===== src/rtl/ksa32_share_arb.sv =====
// rtl/ksa32_share_arb.sv - round-robin sequencer sharing one external 32-bit adder among NREQ requesters
module ksa32_share_arb #(
    parameter int NREQ = 4,
    parameter int IDW  = $clog2(NREQ)
) (
    input  logic                 clk,
    input  logic                 rst_n,
    input  logic [NREQ-1:0]      req_valid,
    input  logic [NREQ*32-1:0]   req_a,
    input  logic [NREQ*32-1:0]   req_b,
    output logic [NREQ-1:0]      req_ready,
    output logic [31:0]          add_a,
    output logic [31:0]          add_b,
    input  logic [31:0]          add_sum,
    input  logic                 add_cout,
    input  logic                 add_ovf,
    output logic                 rsp_valid,
    input  logic                 rsp_ready,
    output logic [31:0]          rsp_sum,
    output logic                 rsp_cout,
    output logic                 rsp_ovf,
    output logic [IDW-1:0]       rsp_id
);

    typedef enum logic [1:0] {S_IDLE, S_EXEC, S_RESP} state_t;

    state_t          r_state;
    state_t          w_next;
    logic [IDW-1:0]  r_ptr;
    logic [IDW-1:0]  r_id_q;
    logic [IDW-1:0]  w_win;
    logic [IDW-1:0]  w_ptr_nxt;
    logic [IDW:0]    w_idx;
    logic            w_found;
    logic            w_any;
    logic            w_grant;
    logic [31:0]     r_add_a;
    logic [31:0]     r_add_b;
    logic [31:0]     r_rsp_sum;
    logic            r_rsp_cout;
    logic            r_rsp_ovf;
    logic [IDW-1:0]  r_rsp_id;

    // First valid requester at or after the pointer, wrapping modulo NREQ
    always_comb begin
        w_win   = '0;
        w_found = 1'b0;
        w_idx   = '0;
        for (int k = 0; k < NREQ; k++) begin
            w_idx = {1'b0, r_ptr} + (IDW+1)'(k);
            if (w_idx >= (IDW+1)'(NREQ)) begin
                w_idx = w_idx - (IDW+1)'(NREQ);
            end
            if (!w_found && req_valid[w_idx[IDW-1:0]]) begin
                w_found = 1'b1;
                w_win   = w_idx[IDW-1:0];
            end
        end
    end

    assign w_any     = |req_valid;
    assign w_ptr_nxt = (w_win == IDW'(NREQ-1)) ? '0 : w_win + 1'b1;
    // Gated by rst_n so no grant is shown while reset is held
    assign w_grant   = rst_n && w_any &&
                       ((r_state == S_IDLE) || ((r_state == S_RESP) && rsp_ready));

    always_ff @(posedge clk or negedge rst_n) begin
        if (!rst_n) begin
            r_state <= S_IDLE;
        end else begin
            r_state <= w_next;
        end
    end

    always_comb begin
        w_next = r_state;
        case (r_state)
            S_IDLE:  if (w_grant) w_next = S_EXEC;
            S_EXEC:  w_next = S_RESP;
            S_RESP:  if (rsp_ready) w_next = w_grant ? S_EXEC : S_IDLE;
            default: w_next = S_IDLE;
        endcase
    end

    always_comb begin
        req_ready = '0;
        if (w_grant) begin
            req_ready = NREQ'(1) << w_win;
        end
        rsp_valid = (r_state == S_RESP);
    end

    always_ff @(posedge clk or negedge rst_n) begin
        if (!rst_n) begin
            r_ptr      <= '0;
            r_id_q     <= '0;
            r_add_a    <= '0;
            r_add_b    <= '0;
            r_rsp_sum  <= '0;
            r_rsp_cout <= 1'b0;
            r_rsp_ovf  <= 1'b0;
            r_rsp_id   <= '0;
        end else begin
            if (w_grant) begin
                r_add_a <= req_a[{w_win, 5'b0} +: 32];
                r_add_b <= req_b[{w_win, 5'b0} +: 32];
                r_id_q  <= w_win;
                r_ptr   <= w_ptr_nxt;
            end
            // Adder output has a full cycle from the operand registers
            if (r_state == S_EXEC) begin
                r_rsp_sum  <= add_sum;
                r_rsp_cout <= add_cout;
                r_rsp_ovf  <= add_ovf;
                r_rsp_id   <= r_id_q;
            end
        end
    end

    assign add_a    = r_add_a;
    assign add_b    = r_add_b;
    assign rsp_sum  = r_rsp_sum;
    assign rsp_cout = r_rsp_cout;
    assign rsp_ovf  = r_rsp_ovf;
    assign rsp_id   = r_rsp_id;

endmodule


===== config.mk =====
export PLATFORM = sky130hd
export DESIGN_NAME = ksa32_share_arb
export DESIGN_NICKNAME = d
export VERILOG_FILES = /design/src/rtl/ksa32_share_arb.sv
export SDC_FILE = /design/constraint.sdc
export NUM_CORES = 1
export LEC_CHECK = 0
export ABC_AREA = 0
export BUFFER_PORTS_ARGS = -buffer_cell sky130_fd_sc_hd__buf_2
export CAP_MARGIN = 20
export CORE_AREA = 2 2 154 156
export CTS_CLUSTER_SIZE = 40
export DETAILED_ROUTE_END_ITERATION = 8
export DIE_AREA = 0 0 156 158
export GPL_TIMING_DRIVEN = 0
export PLACE_DENSITY_LB_ADDON = 0.15
export SLEW_MARGIN = 20
export SYNTH_ARGS = -nofsm -noshare
export SYNTH_HDL_FRONTEND = slang
export SYNTH_SLANG_ARGS = --single-unit

===== constraint.sdc =====
create_clock -name clk -period 2.1 [get_ports clk]
set_input_delay 0.315 -clock clk [delete_from_list [all_inputs] [get_ports clk]]
set_output_delay 0.315 -clock clk [all_outputs]
set_load 0.05 [all_outputs]

## Word-level counts from Yosys, hierarchy flattened

Cells that the tools add are included.

- Shift operators: 3
- Mux-type cells: 25
- Div/mod/pow operators: 0
- Add/subtract/negate cells: 8
- Magnitude comparators: 8
- $mul: 0
- Reduce and logical (&&, ||, !) cells: 13
- Bitwise logic cells: 0
- Equal/unequal tests: 5

Operator list:

| operator | number |
|---|---|
| 128-bit by 8-bit variable part select with 32-bit output | 2 |
| 2-bit two-way mux | 11 |
| 2-bit by 3-bit < comparator with 1-bit output, second input constant | 4 |
| 3-bit greater-or-equal comparator, second input constant | 3 |
| 1-bit binary-select mux with 2-bit select | 4 |
| 1-bit two-way mux | 8 |
| 2-bit by 1-bit subtractor with 2-bit output, second input constant | 4 |
| 2-bit by 2-bit adder with 3-bit output, second input constant | 2 |
| 1-bit logical AND | 6 |
| 2-bit case mux with 3 select lines | 1 |
| 2-bit equality test, second input constant | 2 |
| 4-bit two-way mux | 1 |
| 4-bit OR reduction | 1 |
| 1-bit by 2-bit left shift with 4-bit output, first input constant | 1 |
| 2-bit by 1-bit adder with 3-bit output, second input constant | 1 |
| 2-bit by 3-bit greater-or-equal comparator with 1-bit output, second input constant | 1 |
| 1-bit logical NOT | 3 |
| 2-bit by 1-bit adder with 2-bit output, second input constant | 1 |
| 2-bit by 1-bit equality test with 1-bit output, second input constant | 1 |
| 2-bit logical NOT | 1 |
| 2-bit by 1-bit inequality test with 1-bit output, second input constant | 1 |
| 2-bit inequality test, second input constant | 1 |
| 2-bit AND reduction | 1 |
| 1-bit logical OR | 1 |

- Output and inout bits: 105
- Latch bits: 0
- Bits in registers: 106
- Memories: 0
- Bits of input ports: 297
- ROM bits: 0
- Logic and storage cells: 71
- RAM bits: 0

## Longest topological paths before layout

- Depth after elaboration: 16
- Gate-level depth with buffers: 9
- Mapped depth without buffers: 6

## Worst setup path before layout

No wires, ideal clock.

- Path kind: reg-to-output
- From: register r_ptr[1]
- To: output port req_ready[2]
- Cell stages (with the launch flop): 9
- Path buffers: 3
- Arrival time: 1.934 ns
- Slack: -0.149 ns
- Cells stage by stage: dfrtp_1 -> a21o_1 -> a21oi_1 -> o22a_1 -> buf_6 -> buf_12 -> buf_12 -> inv_2 -> nor2_1

- Word-level cells in the longest chain between the ends: 16
- Elaborated cells between the ends (all ways): 38

RTL lines:

| element | RTL line | source |
|---|---|---|
| from (decl) | 29 | `logic [IDW-1:0] r_ptr;` |
| from (signal assigned) | 108 | `r_ptr <= w_ptr_nxt;` |
| parallel branches: the longest is 13 deep, another holds 2-bit by 1-bit adder with 3-bit output | - |  |
| 2-bit two-way mux * | 54 | `if (!w_found && req_valid[w_idx[IDW-1:0]]) begin` |
| 1-bit by 2-bit left shift with 4-bit output * | 88 | `req_ready = NREQ'(1) << w_win;` |
| 4-bit two-way mux * | 87 | `if (w_grant) begin` |
| to (decl) | 11 | `output logic [NREQ-1:0] req_ready,` |

Every way passes the cells marked *. The select of a mux whose other input is x is not followed.

## Worst setup path in the final report

- From: register r_ptr[0]
- To: output port req_ready[3]

The elaborated chain is that of the path after synthesis.

==> insert_results.sql <==
INSERT INTO impl_metrics (metric_group, metric, value, unit) VALUES
('timing', 'period_share', '105.4', '%'),
('detailed_routing', 'route.antenna.remaining_nets', '0', ''),
('synthesis', 'synth-edff-count', '0', ''),
('clock_tree', 'cts_root_buf', 'clkbuf_16', ''),
('clock_tree', 'worst_skew_pair.late_latency', '350', 'ps'),
('clock_tree', 'htree_levels', '3', ''),
('setup_path', 'count_of_buffer_and_inverter_cells_on_the_critical_path', '5', ''),
('setup_path', 'reg2reg_slack', '20', 'ps'),
('place', 'place.gp.congestion', '0.7424', ''),
('pwr', 'power.leakage', '4.669', 'nW'),
('setup_path', 'critical_path_arrival', '1900', 'ps'),
('synthesis', 'ys_ff_latch', '106', ''),
('grt', 'overflow', '0', ''),
('cells_and_area', 'final_core_utilization', '40.90', '%'),
('setup_path', 'crit_top_cell', 'buf_12', ''),
('setup_path', 'start_kind', 'flop', ''),
('synthesis', 'synth.cells.most_frequent', 'mux2i_1 (128), dfrtp_1 (106), nand2_1 (70)', ''),
('grt', 'antenna_violations_before_repair', '0', ''),
('grt', 'grt_start_max_net_pins', '56', ''),
('clock_tree', 'tritoncts', 'done', ''),
('setup_path', 'critical_path.cell_chain', 'inv_2 -> a21oi_1 -> o22a_1 -> buf_6 -> buf_12 -> buf_12 -> ha_4 -> and2_4 -> buf_8', ''),
('flow_run', 'cap_violations', '0', ''),
('synthesis', 'synth.yosys.seq_area_share', '43.56', '%'),
('place', 'place_hpwl', '17.09', 'mm'),
('outcome', 'failing_checks', 'negative setup slack', ''),
('detailed_routing', 'drt_wl_total', '22.45', 'mm'),
('synthesis', 'synthDominantAreaCellType', 'dfrtp_1', ''),
('pwr', 'power_density', '1460', 'nW/µm²'),
('floorplan', 'boundaryPins', '402', ''),
('setup_path', 'timing_worst_setup_path_type', 'flop to primary output', ''),
('setup_path', 'timing.critical_path.fanout_max', '5', ''),
('pwr', 'total_power', '13.77', 'mW'),
('cells_and_area', 'count_of_antenna_diodes_in_the_layout', '0', ''),
('synthesis', 'synthFlopType', 'dfrtp_1', ''),
('floorplan', 'row_count', '56', ''),
('synthesis', 'netlist-cell-type-count', '32', ''),
('detailed_routing', 'drcViolationCount', '0', ''),
('floorplan', 'dieArea', '24650', 'µm²'),
('cells_and_area', 'synthToLayoutAreaGrowth', '54.84', '%'),
('detailed_routing', 'drt_iter0_drc', '223', ''),
('synthesis', 'synthArstFlopShare', '100.0', '%'),
('timing', 'maxClockFrequency', '451.7', 'MHz'),
('synthesis', 'yosysMostFrequentCell', 'mux2i_1', ''),
('grt', 'number_of_global_route_vias_before_repair', '5590', ''),
('clock_tree', 'tritoncts.num_buffers', '9', ''),
('floorplan', 'die_x', '156', 'µm'),
('timing', 'maxSlewHeadroom', '62.83', '%'),
('place', 'dpl.cell_count', '1167', ''),
('floorplan', 'fp.dieH', '158', 'µm'),
('timing', 'setup_viol', '3', ''),
('grt', 'grt_usage', '17.35', '%'),
('setup_path', 'cp_top_family', 'buffers and inverters', ''),
('floorplan', 'core_area', '23050', 'µm²'),
('setup_path', 'worst_setup_path_end_kind', 'primary output', ''),
('timing', 'timing.final.ws_setup', '-113.6', 'ps'),
('synthesis', 'synth_warnings', '0', ''),
('synthesis', 'mappedNetlistNets', '773', ''),
('timing', 'rsz0062_at_grt', 'true', ''),
('outcome', 'run_status', 'finished with violations', ''),
('timing', 'timing_hold_violations_final', '0', ''),
('timing', 'fin_tns_setup', '-195.4', 'ps'),
('cells_and_area', 'final_layout_size_suffix_gt1_share', '65.54', '%'),
('clock_tree', 'clk_pin_slew_worst_paths', '80', 'ps'),
('cells_and_area', 'final_net_count', '1207', ''),
('timing', 'max_slew.worst_pin.slew', '557.6', 'ps'),
('synthesis', 'synth_area_per_cell', '12.82', 'µm²'),
('place', 'io_buffer_count', '401', ''),
('detailed_routing', 'firstDrtPassIters', '4', ''),
('pwr', 'largest_vdd_supply_drop', '0.0006394', 'V'),
('timing', 'worst_clock_skew', '7.118', 'ps'),
('clock_tree', 'numClockSinks', '106', '');
-- cell families (layout without fill, tap and decap cells) --
group | after synthesis | after routing | share of synthesized area, %
AO/OA/AOI/OAI | 74 | 74 | 14.42
flip-flops | 106 | 106 | 43.56
buffers and inverters | 46 | 485 | 8.033
multiplexers | 164 | 164 | 27.70
AND/OR/NAND/NOR | 84 | 84 | 6.082
adder cells (fa/ha/maj) | 1 | 1 | 0.2054
-- through the flow --
step	hold WS, ps	area [µm²]	setup WS, ps
3_5_place_dp	324.2	8496	-333.6
3_3_place_gp	462.8	8462	-2314
5_1_grt	157.7	9429	-231.5
6_report	161.4	9429	-113.6
4_1_cts	137.7	9055	-165.5
2_1_floorplan	19.41	6092	-32.55
-- routing by layer --
layer	track usage (%)	part of all wire [%]	vias up
li1	-	-	2646
met1	20.43	41	2602
met2	31.18	51	236
met3	5.530	7.8	7
met4	3.320	0.55	0
met5	0	0	-
-- path summary, 6_finish.rpt --
path	startpoint	to	depth (start not counted)
max in group asynchronous	rst_n	add_b[6]	3
min	rsp_ready	r_state[1]	2
min reg2reg	add_a[8]	add_a[8]	2
max	r_ptr[0]	req_ready[3]	9
min in group asynchronous	rst_n	rsp_sum[26]	3
max reg2reg	r_ptr[1]	add_a[27]	10
-- where the power goes --
group | total (mW) | switching [mW] | leakage, nW | internal, mW
logic | 8.54 | 5.61 | 3.23 | 2.93
registers | 3.42 | 0.465 | 1.29 | 2.95
clock network | 1.81 | 0.860 | 0.155 | 0.952
-- area by class of cell --
| cell class | count | area, µm² |
|---|---|---|
| sequential | 106 | 2653 |
| multi-input combinational | 323 | 3301 |
| fill | 2303 | 13620 |
| buffer | 38 | 454.2 |
| inverter | 6 | 25.02 |
| clock inverter | 7 | 88.84 |
| timing repair buffer | 425 | 2320 |
| clock buffer | 9 | 225.2 |
| tap | 290 | 362.8 |
-- sequential cells by signal, summed over array words and instances, names as in the netlist --
| register | cells |
|---|---|
| rsp_sum | 32 |
| add_b | 32 |
| rsp_cout | 1 |
| r_id_q | 2 |
| r_state | 2 |
| add_a | 32 |
| rsp_id | 2 |
| r_ptr | 2 |
| rsp_ovf | 1 |
-- repair_timing --
action	in CTS	in global routing
gates cloned	0	2
hold endpoints to repair	51	0
pin swaps	6	3
setup endpoints to repair	5	55
setup buffers	13	6
gates resized for setup	32	49
hold buffers	2	0
-- placed cells by master, fill, tap and decap left out, types with 2 or more instances in the layout --
master and n:
buf_12 14, inv_2 2, dfrtp_1 106, nor2_1 3, buf_8 6, mux2i_4 20
o221ai_1 24, mux2i_1 89, mux2_2 36, nand2b_1 5, clkbuf_1 6, nand2_1 70
clkinv_4 2, mux2i_2 19, clkbuf_4 5, a21oi_1 2, buf_4 19, inv_1 3
buf_6 7, o221ai_2 40, clkbuf_16 11, buf_16 2, buf_2 401
Note: power is estimated with default switching activity, not from simulation.
